[config.mk]
export PLATFORM = sky130hd
export DESIGN_NAME = scan_sequencer
export DESIGN_NICKNAME = d
export VERILOG_FILES = /design/src/rtl/scan_sequencer_pkg.sv /design/src/rtl/scan_dwell_timer.sv /design/src/rtl/scan_sequencer.sv
export SDC_FILE = /design/constraint.sdc
export NUM_CORES = 1
export LEC_CHECK = 0
export ABC_AREA = 1
export BUFFER_PORTS_ARGS = -buffer_cell sky130_fd_sc_hd__buf_2
export CORE_ASPECT_RATIO = 1.75
export CORE_MARGIN = 5
export CORE_UTILIZATION = 46
export DETAILED_ROUTE_END_ITERATION = 8
export GPL_ROUTABILITY_DRIVEN = 1
export HOLD_SLACK_MARGIN = 0.02
export PLACE_DENSITY_LB_ADDON = 0.25
export SYNTH_ARGS = -nofsm -noshare
export SYNTH_HDL_FRONTEND = slang
export SYNTH_SLANG_ARGS = --single-unit
[constraint.sdc]
create_clock -name clk -period 5.14 [get_ports clk]
set_input_delay 0.257 -clock clk [delete_from_list [all_inputs] [get_ports clk]]
set_output_delay 0.257 -clock clk [all_outputs]
set_load 0.01 [all_outputs]
[src/rtl/scan_sequencer_pkg.sv]
// Shared definitions for the scan sequencer and its downstream decoder stage:
// FSM state encodings and default widths.
package scan_sequencer_pkg;

  localparam int SCAN_SEL_W   = 4;
  localparam int SCAN_DWELL_W = 8;

  typedef enum logic [1:0] {
    S_IDLE  = 2'd0,
    S_SEEK  = 2'd1,
    S_DWELL = 2'd2
  } scan_state_t;

endpackage

[src/rtl/scan_dwell_timer.sv]
// Dwell down-counter: loaded on entry to DWELL, counts down while enabled,
// and raises zero on the last cycle of the dwell.
module scan_dwell_timer #(
  parameter int W = 8
) (
  input  logic         clk,
  input  logic         rst_n,
  input  logic         load,
  input  logic         en,
  input  logic [W-1:0] val,
  output logic         zero
);

  logic [W-1:0] cnt;

  always_ff @(posedge clk or negedge rst_n)
    if (!rst_n)                 cnt <= '0;
    else if (load)              cnt <= val;
    else if (en && cnt != '0)   cnt <= cnt - 1'b1;

  assign zero = (cnt == '0);

endmodule

[src/rtl/scan_sequencer.sv]
// Channel scan sequencer driving the select/enable of the one-hot decoder stage.
// Optional SCAN_PASS_COUNT_EN adds a saturating pass_count output.
module scan_sequencer
  import scan_sequencer_pkg::*;
#(
  parameter int SEL_W   = SCAN_SEL_W,
  parameter int DWELL_W = SCAN_DWELL_W
) (
  input  logic                  clk,
  input  logic                  rst_n,
  input  logic                  start,
  input  logic                  stop,
  input  logic [SEL_W-1:0]      first,
  input  logic [SEL_W-1:0]      last,
  input  logic [DWELL_W-1:0]    dwell,
  input  logic                  continuous,
  input  logic [2**SEL_W-1:0]   skip_mask,
  output logic [SEL_W-1:0]      sel,
  output logic                  sel_en,
  output logic                  busy,
  output logic                  done,
  output logic                  wrap
`ifdef SCAN_PASS_COUNT_EN
  ,output logic [7:0]           pass_count
`endif
);

  scan_state_t          state, state_d;
  logic [SEL_W-1:0]     ptr, ptr_d, first_q, last_q, sel_d;
  logic [DWELL_W-1:0]   dwell_q;
  logic [2**SEL_W-1:0]  mask_q;
  logic                 cont_q;
  logic                 sel_en_d, busy_d, done_d, wrap_d;
  logic                 capture, tmr_load, tmr_en, tmr_zero, eop, step, abort;

  scan_dwell_timer #(.W(DWELL_W)) u_timer (
    .clk   (clk),
    .rst_n (rst_n),
    .load  (tmr_load),
    .en    (tmr_en),
    .val   (dwell_q),
    .zero  (tmr_zero)
  );

  always_comb begin
    state_d  = state;
    ptr_d    = ptr;
    sel_d    = sel;
    sel_en_d = sel_en;
    busy_d   = busy;
    done_d   = 1'b0;
    wrap_d   = 1'b0;
    capture  = 1'b0;
    tmr_load = 1'b0;
    tmr_en   = 1'b0;
    eop      = 1'b0;
    step     = 1'b0;
    abort    = stop && (state != S_IDLE);
    case (state)
      S_IDLE:
        if (start && !stop) begin
          capture = 1'b1;
          ptr_d   = first;
          busy_d  = 1'b1;
          state_d = S_SEEK;
        end
      S_SEEK:
        if (!mask_q[ptr]) begin
          sel_d    = ptr;
          sel_en_d = 1'b1;
          tmr_load = 1'b1;
          state_d  = S_DWELL;
        end else if (ptr == last_q) eop = 1'b1;
        else                        step = 1'b1;
      S_DWELL: begin
        tmr_en = 1'b1;
        if (tmr_zero) begin
          sel_en_d = 1'b0;
          if (ptr == last_q) eop = 1'b1;
          else begin
            step    = 1'b1;
            state_d = S_SEEK;
          end
        end
      end
      default: state_d = S_IDLE;
    endcase
    if (step) begin
      ptr_d  = ptr + 1'b1;
      wrap_d = (ptr == {SEL_W{1'b1}});
    end
    if (eop) begin
      done_d = 1'b1;
      if (cont_q) begin
        ptr_d   = first_q;
        state_d = S_SEEK;
      end else begin
        state_d = S_IDLE;
        busy_d  = 1'b0;
      end
    end
    // stop overrides everything in the same cycle, including a pass ending now
    if (abort) begin
      state_d  = S_IDLE;
      sel_en_d = 1'b0;
      busy_d   = 1'b0;
      done_d   = 1'b0;
      wrap_d   = 1'b0;
    end
  end

  always_ff @(posedge clk or negedge rst_n)
    if (!rst_n) begin
      state  <= S_IDLE;
      ptr    <= '0;
      sel    <= '0;
      sel_en <= 1'b0;
      busy   <= 1'b0;
      done   <= 1'b0;
      wrap   <= 1'b0;
    end else begin
      state  <= state_d;
      ptr    <= ptr_d;
      sel    <= sel_d;
      sel_en <= sel_en_d;
      busy   <= busy_d;
      done   <= done_d;
      wrap   <= wrap_d;
    end

  always_ff @(posedge clk or negedge rst_n)
    if (!rst_n) begin
      first_q <= '0;
      last_q  <= '0;
      dwell_q <= '0;
      cont_q  <= 1'b0;
      mask_q  <= '0;
    end else if (capture) begin
      first_q <= first;
      last_q  <= last;
      dwell_q <= dwell;
      cont_q  <= continuous;
      mask_q  <= skip_mask;
    end

`ifdef SCAN_PASS_COUNT_EN
  always_ff @(posedge clk or negedge rst_n)
    if (!rst_n)                             pass_count <= '0;
    else if (capture)                       pass_count <= '0;
    else if (done_d && pass_count != 8'hFF) pass_count <= pass_count + 1'b1;
`endif

endmodule

==> summary.txt <==
Syn Inst Count = 363
RR Endpoint = last_q[1]
crit path DAT = 2.52 ns
post_cts resized = 0
Synth Register Bits = 55
fillers = 639
area share of the largest cell type after synthesis = 0.462
Starting DRT DRC Count = 162
RSZ-0062 raised after global routing = no
vias in the first global route = 2460
gr ovfl total = 0
Num CTS Buffers = 5
total power = 2060 uW
routability cong. = 0.854
Final Cycle Share = 0.451
syn nets = 407
Hold WC Path Type = in2async
routed len/inst = 13.1 um
clock sink total = 55
number of nets in the layout = 448
Fin Hold WS = 0.0443 ns
Synth cell types = 33
Avg Vias per Cell = 4.95
initial antenna violation count = 0
syn avg cell area = 8.21 um^2
commonest non-fill, non-tap cell in the layout = nand2_1
largest cells by area after synthesis = dfrtp_1 46%, nand2_1 16%, inv_1 5.0%, o21ai_0 4.4%, nand3_1 3.4%
P&R area growth vs syn = 11.7%
# DRC = 0
via count = 2400
# IOs = 45
register area = 1380 um^2
Core Box Area = 6280 um^2
post-route ant nets = 0
fraction of layout cells with a size suffix above 1 = 0.215
LEAKAGE = 0.00177 uW
worst skew pair latency = 0.32 ns
total negative slack = 0 ns
clk slew on worst S/H paths = 0.10 ns
CTS tree = built
final hold vios = 0
FF-to-FF Start = state[1]
Layout Skew = 0.00813 ns
R2R Setup Slk = 2.82 ns
Post-CTS Setup Inserts = 0
Setup crit start kind = flop
Rel. slew slack = 0.541
post-route setup slack = 2.82 ns
Root Buffer = clkbuf_8
Least-Margin Pin Slew = 0.689 ns
cell taking the most area after synthesis = dfrtp_1
area of the multi-input gates = 1350 um^2
Initial Util = 0.475
I/O Buffers = 44
FP Rows = 38
TritonRoute pass-1 iters = 4
clk buf depth = 2
Worst Reg-to-Reg Cells = 8
GR Util All Layers = 0.165
final setup vio count = 0
register area share after synthesis = 0.462
Cell Area, Synth = 2980 um^2
Ys Warns = 0
Max stage delay on crit path = 0.58 ns
CP delay by family, top = buffers and inverters
FMAX = 0.432 GHz
final WL = 6.35 mm
CP bufs+invs = 4
peak supply drop = 277 uV
Die W = 70.8 um
max cap viols = 0
Max FO, Critical Path = 54
worst path cell trace = inv_1, ha_1, inv_1, nor2_4, buf_4, clkinv_1, nand2_1, nand2_1
CP Class = reg2reg
DIE HEIGHT = 116 um
commonest cells after routing, fill and taps aside = 125 x nand2_1, 55 x dfrtp_1, 44 x buf_2, 40 x inv_1, 26 x o21ai_0
first-pass GRT wire length = 10.8 mm
H-tree lvl count = 2
Setup crit end kind = flop
Slew Viols, Final = 0
WP data required = 5.35 ns
Die Area = 8250 um^2
Power Density = 620 nW/um^2
hpwl dp = 4.77 mm
pre-CTS setup slack = 2.84 ns
slowest cell on the critical path = clkinv_1
Final min period = 2.32 ns
# hold bufs at CTS = 0
status = complete, no violations
ant diodes = 0
largest net degree at the start of global routing = 56
report_power, final:
group          internal, uW  switching, uW
Sequential              635            133
Clock                  93.7            142
Combinational           379            682
Yosys cell counts:
| cell | number |
|---|---|
| xor2_1 | 9 |
| buf_6 | 2 |
| a21oi_4 | 1 |
| nand2_1 | 125 |
| nand2_2 | 3 |
| nor2_1 | 11 |
| nand4_4 | 1 |
| xnor2_1 | 1 |
| nand3_2 | 4 |
| o21ai_0 | 26 |
| inv_2 | 8 |
| o21bai_1 | 1 |
| o21ai_4 | 1 |
| ha_1 | 7 |
| nor2_2 | 1 |
| o31ai_1 | 1 |
| o211ai_1 | 2 |
| buf_2 | 6 |
| nand3_4 | 1 |
| o211ai_2 | 6 |
| nor3_1 | 1 |
| nand4_1 | 6 |
| inv_1 | 40 |
| clkbuf_1 | 2 |
| nand2_4 | 2 |
| clkinv_1 | 1 |
| nand3_1 | 20 |
| dfrtp_1 | 55 |
| nor2_4 | 4 |
| o21ai_1 | 11 |
| xor2_2 | 1 |
| buf_4 | 2 |
| a21oi_1 | 1 |
sequential cells by signal, summed over array words and instances, names as in the netlist, 2 cells and up:
register     count
mask_q          16
sel              4
u_timer.cnt      8
state            2
last_q           4
first_q          4
dwell_q          8
ptr              4
layout make-up:
cell class                      count  share of cell area
Sequential cell                    55               0.414
Multi-Input combinational cell    247               0.405
Clock buffer                        5              0.0207
Timing Repair Buffer               46              0.0707
Clock inverter                      3             0.00451
Inverter                           49              0.0553
Tap cell                           80              0.0301
through the flow:
step,util,std cells,area (um^2)
finish,0.530,485,3330
detailed placement,0.517,477,3240
CTS,0.530,485,3330
floorplan,-,363,2980
global route,0.530,485,3330
global placement,0.517,477,3240
logic make-up after synthesis:
| group | after synthesis | synth area share |
|---|---|---|
| buf+inv | 61 | 0.0869 |
| compound gates | 50 | 0.110 |
| fa+ha+maj | 7 | 0.0294 |
| xor+xnor | 11 | 0.0349 |
| flops | 55 | 0.462 |
| simple gates | 179 | 0.277 |
worst reg2reg max path, stage by stage (launching register included):
cell and delay, ns:
dfrtp_1 0.43, inv_1 0.10, ha_1 0.21, inv_1 0.09, nor2_4 0.09, buf_4 0.41
clkinv_1 0.61, nand2_1 0.21, nand2_1 0.06
per-layer routing:
metal | GRT usage | share of wire | vias up
met4 | 0.0703 | 0.024 | 0
met1 | 0.175 | 0.40 | 1132
met3 | 0.0293 | 0.037 | 14
met5 | 0 | 0 | -
met2 | 0.313 | 0.54 | 39
li1 | - | - | 1215
how the worst max path moves through the flow:
stage | from | cells past startpoint | endpoint | slack, ns
floorplan | state[0] | 8 | last_q[0] | 3.52
finish | state[1] | 8 | last_q[1] | 2.82
detailed placement | state[1] | 8 | last_q[1] | 2.84
CTS | state[1] | 8 | last_q[1] | 2.81
global placement | state[1] | 8 | last_q[1] | 2.88
global route | state[1] | 8 | mask_q[2] | 2.59
(Power assumes the default switching activity.)
